### src/rtl/wshb_arbiter.sv
// Two-requester Wishbone arbiter with round-robin contention, whole-cycle grant
// hold and a stalled-beat watchdog that aborts the current owner with an error.
module wshb_arbiter #(
  parameter int unsigned TIMEOUT = 256
) (
  input  logic        clk,
  input  logic        rst,
  input  logic        m0_cyc,
  input  logic        m0_stb,
  input  logic        m0_we,
  input  logic [31:0] m0_adr,
  input  logic [31:0] m0_dat_ms,
  input  logic [3:0]  m0_sel,
  input  logic [2:0]  m0_cti,
  input  logic [1:0]  m0_bte,
  output logic [31:0] m0_dat_sm,
  output logic        m0_ack,
  output logic        m0_err,
  input  logic        m1_cyc,
  input  logic        m1_stb,
  input  logic        m1_we,
  input  logic [31:0] m1_adr,
  input  logic [31:0] m1_dat_ms,
  input  logic [3:0]  m1_sel,
  input  logic [2:0]  m1_cti,
  input  logic [1:0]  m1_bte,
  output logic [31:0] m1_dat_sm,
  output logic        m1_ack,
  output logic        m1_err,
  output logic        s_cyc,
  output logic        s_stb,
  output logic        s_we,
  output logic [31:0] s_adr,
  output logic [31:0] s_dat_ms,
  output logic [3:0]  s_sel,
  output logic [2:0]  s_cti,
  output logic [1:0]  s_bte,
  input  logic [31:0] s_dat_sm,
  input  logic        s_ack,
  input  logic        s_err,
  output logic [1:0]  grant,
  output logic        wdt_abort
);

  typedef enum logic [1:0] {
    IDLE  = 2'd0,
    GNT0  = 2'd1,
    GNT1  = 2'd2,
    ABORT = 2'd3
  } arbState_t;

  arbState_t   state;
  logic        lastGrant;
  logic [15:0] wdtCount;
  logic        stallBeat;
  logic        wdtExpire;

  // A stalled beat is an owned, strobed beat that the slave has not terminated.
  always_comb begin
    stallBeat = 1'b0;
    if ((state == GNT0) || (state == GNT1)) begin
      stallBeat = s_stb & ~s_ack & ~s_err;
    end else begin
      stallBeat = 1'b0;
    end
  end

  assign wdtExpire = stallBeat && (wdtCount == 16'(TIMEOUT - 32'd1));

  // Arbitration state, round-robin history and watchdog counter.
  always_ff @(posedge clk or posedge rst) begin
    if (rst) begin
      state     <= IDLE;
      lastGrant <= 1'b1;
      wdtCount  <= 16'd0;
    end else begin
      if (stallBeat) begin
        wdtCount <= wdtCount + 16'd1;
      end else begin
        wdtCount <= 16'd0;
      end
      case (state)
        IDLE: begin
          if (m0_cyc && m1_cyc) begin
            // Contention goes to whoever did not own the bus last.
            if (lastGrant) begin
              state     <= GNT0;
              lastGrant <= 1'b0;
            end else begin
              state     <= GNT1;
              lastGrant <= 1'b1;
            end
          end else if (m0_cyc) begin
            state     <= GNT0;
            lastGrant <= 1'b0;
          end else if (m1_cyc) begin
            state     <= GNT1;
            lastGrant <= 1'b1;
          end else begin
            state <= IDLE;
          end
        end
        GNT0: begin
          if (wdtExpire) begin
            state <= ABORT;
          end else if (!m0_cyc) begin
            state <= IDLE;
          end else begin
            state <= GNT0;
          end
        end
        GNT1: begin
          if (wdtExpire) begin
            state <= ABORT;
          end else if (!m1_cyc) begin
            state <= IDLE;
          end else begin
            state <= GNT1;
          end
        end
        ABORT:   state <= IDLE;
        default: state <= IDLE;
      endcase
    end
  end

  // Route the owner's bus to the slave and the slave's termination back to it.
  always_comb begin
    s_cyc     = 1'b0;
    s_stb     = 1'b0;
    s_we      = 1'b0;
    s_adr     = 32'h0000_0000;
    s_dat_ms  = 32'h0000_0000;
    s_sel     = 4'h0;
    s_cti     = 3'b000;
    s_bte     = 2'b00;
    m0_ack    = 1'b0;
    m0_err    = 1'b0;
    m1_ack    = 1'b0;
    m1_err    = 1'b0;
    grant     = 2'b00;
    wdt_abort = 1'b0;
    case (state)
      GNT0: begin
        s_cyc    = m0_cyc;
        s_stb    = m0_stb;
        s_we     = m0_we;
        s_adr    = m0_adr;
        s_dat_ms = m0_dat_ms;
        s_sel    = m0_sel;
        s_cti    = m0_cti;
        s_bte    = m0_bte;
        m0_ack   = s_ack;
        m0_err   = s_err;
        grant    = 2'b01;
      end
      GNT1: begin
        s_cyc    = m1_cyc;
        s_stb    = m1_stb;
        s_we     = m1_we;
        s_adr    = m1_adr;
        s_dat_ms = m1_dat_ms;
        s_sel    = m1_sel;
        s_cti    = m1_cti;
        s_bte    = m1_bte;
        m1_ack   = s_ack;
        m1_err   = s_err;
        grant    = 2'b10;
      end
      ABORT: begin
        wdt_abort = 1'b1;
        if (lastGrant) begin
          m1_err = 1'b1;
        end else begin
          m0_err = 1'b1;
        end
      end
      IDLE:    grant = 2'b00;
      default: grant = 2'b00;
    endcase
  end

  assign m0_dat_sm = s_dat_sm;
  assign m1_dat_sm = s_dat_sm;

endmodule

### config.mk
export PLATFORM = sky130hd
export DESIGN_NAME = wshb_arbiter
export DESIGN_NICKNAME = d
export VERILOG_FILES = /design/src/rtl/wshb_arbiter.sv
export SDC_FILE = /design/constraint.sdc
export NUM_CORES = 1
export LEC_CHECK = 0
export ABC_AREA = 1
export ABC_CLOCK_PERIOD_IN_PS = 2300
export CORE_AREA = 10 10 122 124
export DETAILED_ROUTE_END_ITERATION = 12
export DIE_AREA = 0 0 132 134
export GPL_TIMING_DRIVEN = 0
export PLACE_DENSITY = 0.7
export RECOVER_POWER = 100
export SLEW_MARGIN = 20
export SYNTH_ARGS = -nofsm -noshare
export SYNTH_HDL_FRONTEND = slang
export SYNTH_SLANG_ARGS = --single-unit
export TNS_END_PERCENT = 5
### constraint.sdc
create_clock -name clk -period 2.3 [get_ports clk]
set_input_delay 0.46 -clock clk [delete_from_list [all_inputs] [get_ports clk]]
set_output_delay 0.46 -clock clk [all_outputs]
set_load 0.01 [all_outputs]
==> flow_summary.json <==
{
  "dp_hpwl_um": 16100,
  "internal-power_uw": 2430,
  "cts-root-buf": "clkbuf_16",
  "portBuffers": 302,
  "ys_seq_area_share_pct": 17.1,
  "tns_ns": 0,
  "critPathMaxFanout": 10,
  "n_antenna_cell": 0,
  "ys_ff_latch": 19,
  "async_flop_share_pct": 100,
  "yosys_warnings": 0,
  "worstPathArrival_ns": 1.80,
  "grt_overflow": 0,
  "p_seq_share_pct": 8.1,
  "clkPwrFrac_pct": 7.3,
  "synth_top_area_share_pct": 26.3,
  "synth_area_mm2": 0.00278,
  "wl_um": 18600,
  "rr_worst_depth": 9,
  "cts_buffer_depth": 2,
  "synth_edf_count": 0,
  "multi_input_area_mm2": 0.00164,
  "drive_gt1_share_pct": 22.4,
  "cts_made_buffers": 3,
  "startpoint_type": "flop",
  "crit_required_ns": 1.84,
  "cts_tree": "built",
  "fmaxAchievable_mhz": 443,
  "grt_antenna_before_repair": 3,
  "insertion_delay_ns": 0.25,
  "syn_inst": 485,
  "yosys.area.top_type": "nand2_1",
  "period_needed_ns": 2.26,
  "hold_viol": 0,
  "rrSetupSlack_ns": 0.44,
  "core_area_mm2": 0.0125,
  "drtPass1Iterations": 4,
  "drtIter0Drc": 205,
  "max_slew_margin_pct": 50.5,
  "synth_nets": 681,
  "h-tree-depth": 1,
  "worst_pin_slew_ns": 0.741,
  "drv_slew": 0,
  "wire_per_inst_um": 19.2,
  "synthDistinctLibCells": 25,
  "die_w_um": 132,
  "end_kind": "primary output",
  "rsz0062_at_grt": "true",
  "num_io_pins": 335,
  "fin_crit_sh_pct": 98.1,
  "start_util_pct": 22.3,
  "grt_max_degree": 20,
  "cts_hold_buf": 0,
  "grt_pass1_wl_um": 26800,
  "via_per_inst": 4.16,
  "cts_sinks": 19,
  "synth_common_cells": "nand2_1 (195), a21oi_1 (85), buf_4 (68)",
  "regArea_um2": 477,
  "grt_pass1_vias": 3896,
  "die_h_um": 134,
  "yosysMostFrequentCell": "nand2_1",
  "synth_area_leaders": "nand2_1 (26%), buf_4 (18%), dfrtp_1 (16%)",
  "p_sw_uw": 2450,
  "min_path_type": "flop to flop",
  "worstHoldPathCells": 1,
  "place_congestion": 0.894,
  "setup_viol": 0,
  "cellPowerDensity_mw_per_mm2": 803,
  "die-area_mm2": 0.0177,
  "status": "complete, no violations",
  "clock_skew_ns": 0.00357,
  "cap_violations": 0,
  "comb_power_share_pct": 84.5,
  "drc": 0,
  "grtUsageTotal_pct": 19.2,
  "fin_hold_ws_ns": 0.510,
  "area.growth.synth_to_final_pct": 118,
  "dominantRegCellSynth": "dfrtp_1",
  "ir_drop_uv": 476,
  "crit_type": "flop to primary output",
  "rows": 41,
  "fill_cells": 1301,
  "antenna_left": 0,
  "p_sw_share_pct": 50.2,
  "power.leakage_uw": 0.00262,
  "path_clk_slew_ns": 0.05,
  "vias": 4018,
  "nets": 992,
  "avgSynthCellArea_um2": 5.73
}
-- metrics by stage --
| stage | util (%) | std cells | instance area, um^2 | setup WS (ns) | power [uW] |
|---|---|---|---|---|---|
| 2_1_floorplan | - | 485 | 2780 | 0.428 | 2260 |
| 3_3_place_gp | 48.3 | 959 | 6020 | -0.500 | 4530 |
| 3_5_place_dp | 48.3 | 959 | 6020 | -0.493 | 4530 |
| 4_1_cts | 49.3 | 966 | 6140 | -0.0736 | 4890 |
| 5_1_grt | 48.7 | 967 | 6070 | -0.0732 | 5280 |
| 6_report | 48.7 | 967 | 6070 | 0.0426 | 4870 |
-- critical path, stage by stage (launching register included) --
cell and delay [ns]:
dfrtp_1 0.40, inv_2 0.11, ha_1 0.17, buf_6 0.14
buf_12 0.14, buf_8 0.13, nand2_1 0.05, a21oi_1 0.14
clkdlybuf4s15_1 0.27
-- final cells by class --
type,count,area share (%)
Sequential cell,19,7.86
Timing Repair Buffer,306,46.3
Clock buffer,4,1.30
Multi-Input combinational cell,353,27.0
Inverter,23,1.42
Tap cell,172,3.55
Buffer,90,12.5
-- path summary, 6_finish.rpt --
| path | from | endpoint |
|---|---|---|
| max in group asynchronous | rst | wdtCount[13]$_DFF_PP0_ |
| worst max register to register | state[0]$_DFF_PP0_ | wdtCount[14]$_DFF_PP0_ |
| worst max-delay path | state[1]$_DFF_PP0_ | s_adr[28] |
| min in group asynchronous | rst | wdtCount[0]$_DFF_PP0_ |
| worst min register to register | wdtCount[0]$_DFF_PP0_ | wdtCount[0]$_DFF_PP0_ |
| worst min-delay path | wdtCount[0]$_DFF_PP0_ | wdtCount[0]$_DFF_PP0_ |
-- registers in the layout (all words and copies together), names as in the netlist --
| signal | cells |
|---|---|
| lastGrant | 1 |
| state | 2 |
| wdtCount | 16 |
-- logic make-up after synthesis --
group,Yosys count,share of synthesized area [%]
xor+xnor,1,0.315
fa+ha+maj,8,3.60
simple gates,242,34.9
compound gates,102,19.0
flops,19,17.1
buf+inv,113,25.0
-- cell usage in the layout, fill, tap and decap left out, types with 9 or more instances in the layout --
cell	Yosys	layout
dlygate4sd2_1	0	12
a21oi_1	85	76
a21oi_2	0	9
buf_2	13	21
clkbuf_2	0	31
nor2_1	32	33
clkdlybuf4s50_1	0	157
dlygate4sd3_1	0	65
dfrtp_1	18	18
buf_4	68	72
clkdlybuf4s15_1	0	11
inv_1	22	20
nand2_1	195	195
buf_6	0	12
-- layer usage --
layer  vias to the layer above  global-route usage, %  part of all wire [%]
met2                       137                   35.5                    53
met1                      1775                   21.5                    38
li1                       2086                      -                     -
met5                         -                      0                  0.25
met3                        14                   6.31                   8.5
met4                         6                   1.85                  0.71
-- power by group through the flow --
stage | logic (uW) | registers, uW | clock network (uW)
6_report | 4120 | 397 | 357
2_1_floorplan | 1860 | 399 | 0
3_5_place_dp | 4120 | 410 | 0
3_3_place_gp | 4120 | 409 | 0
4_1_cts | 4130 | 396 | 364
5_1_grt | 4500 | 399 | 382
-- repair_timing --
item / CTS / global route
pin swaps: 0 / 3
setup endpoints to repair: 80 / 64
setup buffers: 3 / 1
gates resized for setup: 211 / 84
Note: power is estimated with default switching activity, not from simulation.
